--- config.mk ---
export PLATFORM = sky130hd
export DESIGN_NAME = jrb_run_ctrl
export DESIGN_NICKNAME = d
export VERILOG_FILES = /design/src/rtl/jrb_pkg.sv /design/src/rtl/jrb_step_debounce.sv /design/src/rtl/jrb_run_ctrl.sv
export SDC_FILE = /design/constraint.sdc
export NUM_CORES = 1
export LEC_CHECK = 0
export BUFFER_PORTS_ARGS = -buffer_cell sky130_fd_sc_hd__buf_2
export CAP_MARGIN = 20
export CORE_ASPECT_RATIO = 1.2
export CORE_MARGIN = 2
export CORE_UTILIZATION = 57
export DETAILED_ROUTE_END_ITERATION = 12
export PLACE_DENSITY = 0.85
export SYNTH_ARGS = -nofsm -noshare
export SYNTH_HDL_FRONTEND = slang
export SYNTH_HIERARCHICAL = 1
export SYNTH_SLANG_ARGS = --single-unit
export TNS_END_PERCENT = 30
--- constraint.sdc ---
create_clock -name clk -period 5.7 [get_ports clk]
set_clock_uncertainty 0.2 [all_clocks]
set_input_delay 0.57 -clock clk [delete_from_list [all_inputs] [get_ports clk]]
set_output_delay 0.57 -clock clk [all_outputs]
set_load 0.05 [all_outputs]
--- src/rtl/jrb_pkg.sv ---
// Shared definitions for the jrb8 run controller: FSM state encoding.
package jrb_pkg;

    localparam int STATE_W = 2;

    // Encoding is visible on the state output, so it is fixed explicitly.
    typedef enum logic [STATE_W-1:0] {
        ST_PAUSE = 2'b00,
        ST_RUN   = 2'b01,
        ST_STEP  = 2'b10,
        ST_HALT  = 2'b11
    } run_state_t;

endpackage

--- src/rtl/jrb_step_debounce.sv ---
// Step-button conditioning: 2-FF synchroniser followed by a symmetric
// debounce. Emits a single-cycle press pulse per accepted button press.
module jrb_step_debounce #(
    parameter int STEP_DB = 16
) (
    input  logic clk,
    input  logic rst,
    input  logic step_in,
    output logic press
);

    localparam int CW = $clog2(STEP_DB);
    // The capture into the synchroniser counts as the first sample.
    localparam logic [CW-1:0] LAST = CW'(STEP_DB - 2);

    logic          sync_a;
    logic          sync_b;
    logic          armed;
    logic [CW-1:0] run_len;

    // Two-stage synchroniser for the asynchronous button.
    // NOTE: every clocked process uses non-blocking assignments so all
    // registers update from pre-edge values regardless of statement order.
    always_ff @(posedge clk or posedge rst) begin
        if (rst) begin
            sync_a <= 1'b0;
            sync_b <= 1'b0;
        end else begin
            sync_a <= step_in;
            sync_b <= sync_a;
        end
    end

    // While armed, wait for a stable high run; once fired, wait for a stable
    // low run before re-arming. The level being sought is simply 'armed'.
    always_ff @(posedge clk or posedge rst) begin
        if (rst) begin
            armed   <= 1'b1;
            run_len <= '0;
            press   <= 1'b0;
        end else begin
            press <= 1'b0;
            if (sync_b == armed) begin
                if (run_len == LAST) begin
                    run_len <= '0;
                    armed   <= ~armed;
                    press   <= armed;
                end else begin
                    run_len <= run_len + 1'b1;
                end
            end else begin
                run_len <= '0;
            end
        end
    end

endmodule

--- src/rtl/jrb_run_ctrl.sv ---
// CPU clock/run controller for the jrb8 core: power-of-two clock divider
// with memory-busy stretching, run/pause/step/halt FSM, PC breakpoint and a
// saturating CPU cycle counter.
module jrb_run_ctrl
    import jrb_pkg::*;
#(
    parameter int SEL_W   = 3,
    parameter int PC_W    = 16,
    parameter int CNT_W   = 24,
    parameter int STEP_DB = 16
) (
    input  logic               clk,
    input  logic               rst,
    input  logic [SEL_W-1:0]   div_sel,
    input  logic               mem_ready,
    input  logic               run_req,
    input  logic               step_in,
    input  logic               halt_in,
    input  logic               bp_en,
    input  logic [PC_W-1:0]    bp_addr,
    input  logic [PC_W-1:0]    pc,
    input  logic               clr_count,
    output logic               cpu_clk,
    output logic               cpu_tick,
    output logic [STATE_W-1:0] state,
    output logic               bp_hit,
    output logic               halted,
    output logic [CNT_W-1:0]   cycle_count
);

    // Largest divisor is 2^(2^SEL_W), so the phase counter needs 2^SEL_W bits.
    localparam int CTR_W = 2 ** SEL_W;

    // D/2 - 1 for divisor select 'sel'.
    function automatic logic [CTR_W-1:0] half_m1(input logic [SEL_W-1:0] sel);
        logic [CTR_W-1:0] half;
        half = CTR_W'(1) << sel;
        return half - 1'b1;
    endfunction

    // D - 1 for divisor select 'sel' (D/2 - 1 shifted up with a 1 appended).
    function automatic logic [CTR_W-1:0] full_m1(input logic [SEL_W-1:0] sel);
        logic [CTR_W-1:0] h;
        h = half_m1(sel);
        return {h[CTR_W-2:0], 1'b1};
    endfunction

    run_state_t       cur_state;
    run_state_t       next_state;
    logic [SEL_W-1:0] dq;
    logic [CTR_W-1:0] ctr;
    logic             active;
    logic             period_end;
    logic             start_period;
    logic             bp_set;
    logic             bp_clr;
    logic             step_press;

    jrb_step_debounce #(
        .STEP_DB (STEP_DB)
    ) u_step (
        .clk     (clk),
        .rst     (rst),
        .step_in (step_in),
        .press   (step_press)
    );

    // A parked counter sits at D-1, so idle cycles count as period ends too.
    assign period_end = mem_ready && (ctr == full_m1(dq));
    assign state      = cur_state;
    assign halted     = (cur_state == ST_HALT);

    // Next-state and period-start decisions; stops are only taken at period end.
    // NOTE: every output of this block gets a default first, so no path can
    // leave a signal unassigned and infer a latch.
    always_comb begin
        next_state   = cur_state;
        start_period = 1'b0;
        bp_set       = 1'b0;
        bp_clr       = 1'b0;
        case (cur_state)
            ST_PAUSE: begin
                if (mem_ready) begin
                    if (run_req) begin
                        next_state = ST_RUN;
                        bp_clr     = 1'b1;
                    end else if (step_press) begin
                        next_state = ST_STEP;
                        bp_clr     = 1'b1;
                    end
                end
            end
            ST_RUN: begin
                if (period_end) begin
                    if (halt_in) begin
                        next_state = ST_HALT;
                    end else if (bp_en && (pc == bp_addr)) begin
                        next_state = ST_PAUSE;
                        bp_set     = 1'b1;
                    end else if (!run_req) begin
                        next_state = ST_PAUSE;
                    end else begin
                        start_period = 1'b1;
                    end
                end
            end
            ST_STEP: begin
                // First period end starts the single period, the second ends it.
                if (period_end) begin
                    if (!active) begin
                        start_period = 1'b1;
                    end else if (halt_in) begin
                        next_state = ST_HALT;
                    end else begin
                        next_state = ST_PAUSE;
                    end
                end
            end
            default: ;
        endcase
    end

    // FSM state register.
    always_ff @(posedge clk or posedge rst) begin
        if (rst) cur_state <= ST_PAUSE;
        else     cur_state <= next_state;
    end

    // Divider: phase counter, divisor latch and registered clock/tick outputs.
    // The divisor only changes at a period end, so no shortened phase exists.
    always_ff @(posedge clk or posedge rst) begin
        if (rst) begin
            dq       <= '0;
            ctr      <= full_m1('0);
            active   <= 1'b0;
            cpu_clk  <= 1'b0;
            cpu_tick <= 1'b0;
        end else begin
            cpu_tick <= 1'b0;
            if (period_end) begin
                dq <= div_sel;
                if (start_period) begin
                    ctr      <= '0;
                    active   <= 1'b1;
                    cpu_clk  <= 1'b1;
                    cpu_tick <= 1'b1;
                end else begin
                    ctr     <= full_m1(div_sel);
                    active  <= 1'b0;
                    cpu_clk <= 1'b0;
                end
            end else if (mem_ready && active) begin
                ctr <= ctr + 1'b1;
                if (ctr == half_m1(dq)) cpu_clk <= 1'b0;
            end
        end
    end

    // Sticky breakpoint flag: set on a breakpoint stop, cleared on leaving PAUSE.
    always_ff @(posedge clk or posedge rst) begin
        if (rst)         bp_hit <= 1'b0;
        else if (bp_set) bp_hit <= 1'b1;
        else if (bp_clr) bp_hit <= 1'b0;
    end

    // Saturating count of cpu_clk rising edges; clear has priority.
    always_ff @(posedge clk or posedge rst) begin
        if (rst)                                  cycle_count <= '0;
        else if (clr_count)                       cycle_count <= '0;
        else if (cpu_tick && (cycle_count != '1)) cycle_count <= cycle_count + 1'b1;
    end

endmodule

==> impl_metrics.py <==
metrics = {
    "yosys": {
        "synthFlopType": "dfrtp_1",
        "syn-cell-area_um2": 2900,
        "ys_seq_elements": 49,
        "synth_top_area_cell": "dfrtp_1",
        "ys_top_cells_by_area": "dfrtp_1 (41%), xor2_1 (9.1%), nor2_1 (5.2%)",
        "synth_commonest_cells": "dfrtp_1 (47), nor2_1 (40), nand2_1 (31)",
        "yosysUniqueCellTypes": 48,
        "yosysSeqAreaShare_pct": 42.4,
        "syn_inst": 318,
        "synth-async-reset-ratio_pct": 100,
        "syn-num-nets": 369,
        "yosysWarnings": 6,
        "yosysMostFrequentCell": "dfrtp_1",
        "syn_area_per_cell_um2": 9.11,
        "yosysTopAreaCellShare_pct": 40.6,
        "synth_edf_count": 0,
    },
    "critical_path": {
        "critPathTopFamily": "compound AO/OA/AOI/OAI gates",
        "endpoint_kind": "flip-flop",
        "critPathBufInv": 0,
        "crit_fanout": 14,
        "critPathLaunchType": "flip-flop",
        "critical_path_class": "flip-flop to flip-flop",
        "crit_arrival_ns": 2.63,
        "cp_slowest_cell": "or3_1",
        "worst_r2r_startpoint": "dq[1]",
        "cp_slowest_stage_delay_ns": 0.57,
        "crit_start": "dq[1]",
        "cp_cell_sequence": "o21a_1 -> a2111oi_1 -> nor2_1 -> or3_1 -> a21oi_1 -> nand2b_1",
        "required_ns": 5.73,
    },
    "finish": {
        "nNetsFinal": 440,
        "multiInputGateArea_um2": 1570,
        "nFillCells": 390,
        "drive_above_1_share_pct": 22.9,
        "area_growth_pct": 17.1,
        "regArea_um2": 1230,
        "fin_area_um2": 3390,
        "insertedDiodeCount": 0,
    },
    "clock_tree": {
        "clkSinkCount": 49,
        "cts_tree": "built",
        "cts_root_buffer": "clkbuf_8",
        "clock_latency_ns": 0.31,
        "clk_pin_slew_ns": 0.08,
        "cts_setup_buffers": 0,
        "cts_buffers": 5,
        "cts_resized": 0,
        "cts-hold-fix-buffers": 0,
        "htreeDepth": 2,
        "clk_path_buf_depth": 2,
    },
    "timing": {
        "setup_ws_ns": 3.10,
        "finalSetupViolCount": 0,
        "min_period_ns": 2.60,
        "timing.fmax_mhz": 384,
        "drv_slew": 0,
        "slew_headroom_pct": 56.5,
        "finalCritPeriodShare_pct": 45.6,
        "tightest_slew_ns": 0.652,
        "hold_slack_ns": 0.00673,
        "rsz0062_at_grt": "false",
        "setup_tns_ns": 0,
        "hold_violations": 0,
    },
    "routing": {
        "vias": 2522,
        "drt_iter0_drc": 178,
        "drt-vias-per-instance": 5.62,
        "drt_pass1_iterations": 4,
        "drt-total-wl_um": 6460,
        "wl_per_cell_um": 14.4,
        "drc": 0,
        "final_antenna_net_count": 0,
    },
    "floorplanning": {
        "placementRows": 28,
        "die_area_um2": 5670,
        "initial_core_util_pct": 59.1,
        "die_width_um": 69.1,
        "io_pins": 73,
        "die_h_um": 82.1,
        "coreArea_um2": 4900,
    },
    "power_and_ir_drop": {
        "ir_worst_vdd_v": 0.000139,
        "power_density_nw_per_um2": 178,
        "total_power_w": 0.000603,
        "p_leak_nw": 1.61,
    },
    "placed_design": {
        "placed_area_um2": 3300,
        "dp_hpwl_um": 4950,
        "post-place-ws_ns": 3.16,
        "io_buffers": 72,
        "gp_congestion": 0.904,
    },
    "global_route": {
        "grt_pass1_wl_um": 11100,
        "antenna_found_initial": 0,
        "grt-ovfl-total": 0,
        "grt_pass1_vias": 2527,
        "grt_max_degree": 42,
        "track_usage_pct": 24.1,
    },
    "run_status": {
        "status": "finished, final reports clean",
    },
    "job": {
        "maxCapViolCount": 0,
    },
    "worst_hold_path": {
        "hold_path_class": "input port to asynchronous set/reset pin",
    },
}
## final timing paths
kind	end	slack, ns	depth (start not counted)
worst max-delay path	cpu_clk	3.10	6
worst min-delay path	u_step/sync_b	0.007	2
worst max register to register	cpu_clk	3.10	6
max in group asynchronous	ctr[0]	4.73	3
min in group clk	u_step/sync_b	0.16	0
worst min register to register	u_step/sync_b	0.16	0
## flip-flops by register name (all words and copies together), names as in the netlist, 2 cells and up
name and cells:
cycle_count 24, ctr 8, u_step/run_len 4, dq 3, state 2
## cell usage in the layout (no fill, tap or decap), drive strengths merged, types with 3 or more instances in the layout
master / Yosys / routed
nor4: 7 / 7
o31ai: 5 / 5
nor2: 40 / 40
mux2i: 5 / 5
o22ai: 3 / 3
ha: 8 / 8
nand3: 17 / 17
a21oi: 12 / 12
o2111ai: 3 / 3
buf: 4 / 73
clkbuf: 5 / 6
nand4: 10 / 10
nand2: 31 / 31
or3: 5 / 5
inv: 15 / 15
dfrtp: 47 / 47
nor2b: 3 / 3
xnor2: 17 / 17
nor3: 8 / 8
o21ai: 10 / 10
xor2: 30 / 30
## logic make-up after synthesis
kind of cell | count (synthesis) | share of synthesized area [%]
AOI/OAI and AO/OA | 48 | 11.1
xor gates and xnor gates | 47 | 14.2
adders and majority gates | 9 | 3.80
buffers and inverters | 24 | 3.28
DFF | 49 | 42.4
muxes | 7 | 2.50
and+or+nand+nor | 134 | 22.8
## final cells by class
type                    count  area share (%)
flip-flops and latches     49            36.2
inverters                  15            1.66
multi-input cells         245            46.4
clock buffers               6            2.43
well taps                  60            2.21
clock inverters             1           0.221
repair buffers             73            10.8
## stage by stage
step | utilization [%] | std cells
floorplan | - | 318
detailed placement | 67.3 | 442
global placement | 67.3 | 442
global route | 69.2 | 449
CTS | 69.2 | 449
finish | 69.2 | 449
## where the power goes
part	switching (W)	total [W]	internal, W
combinational	0.0000241	0.0000431	0.0000189
clock	0.000112	0.000208	0.0000961
sequential	0.00000198	0.000352	0.000350
## routing by layer
| metal | share of wire [%] | wire length [um] | GRT usage, % |
|---|---|---|---|
| met2 | 52 | 3390 | 44.1 |
| met3 | 4.4 | 286 | 4.98 |
| met5 | 0 | 0 | 0 |
| met1 | 41 | 2660 | 28.4 |
| met4 | 1.9 | 123 | 8.43 |
## worst reg2reg max path: cells and delay by family (launching register included)
kind / cells / cell delay [ns]
compound gates: 3 / 0.99
flops: 1 / 0.51
simple gates: 3 / 0.85
Power figures use the tool's default switching activity.
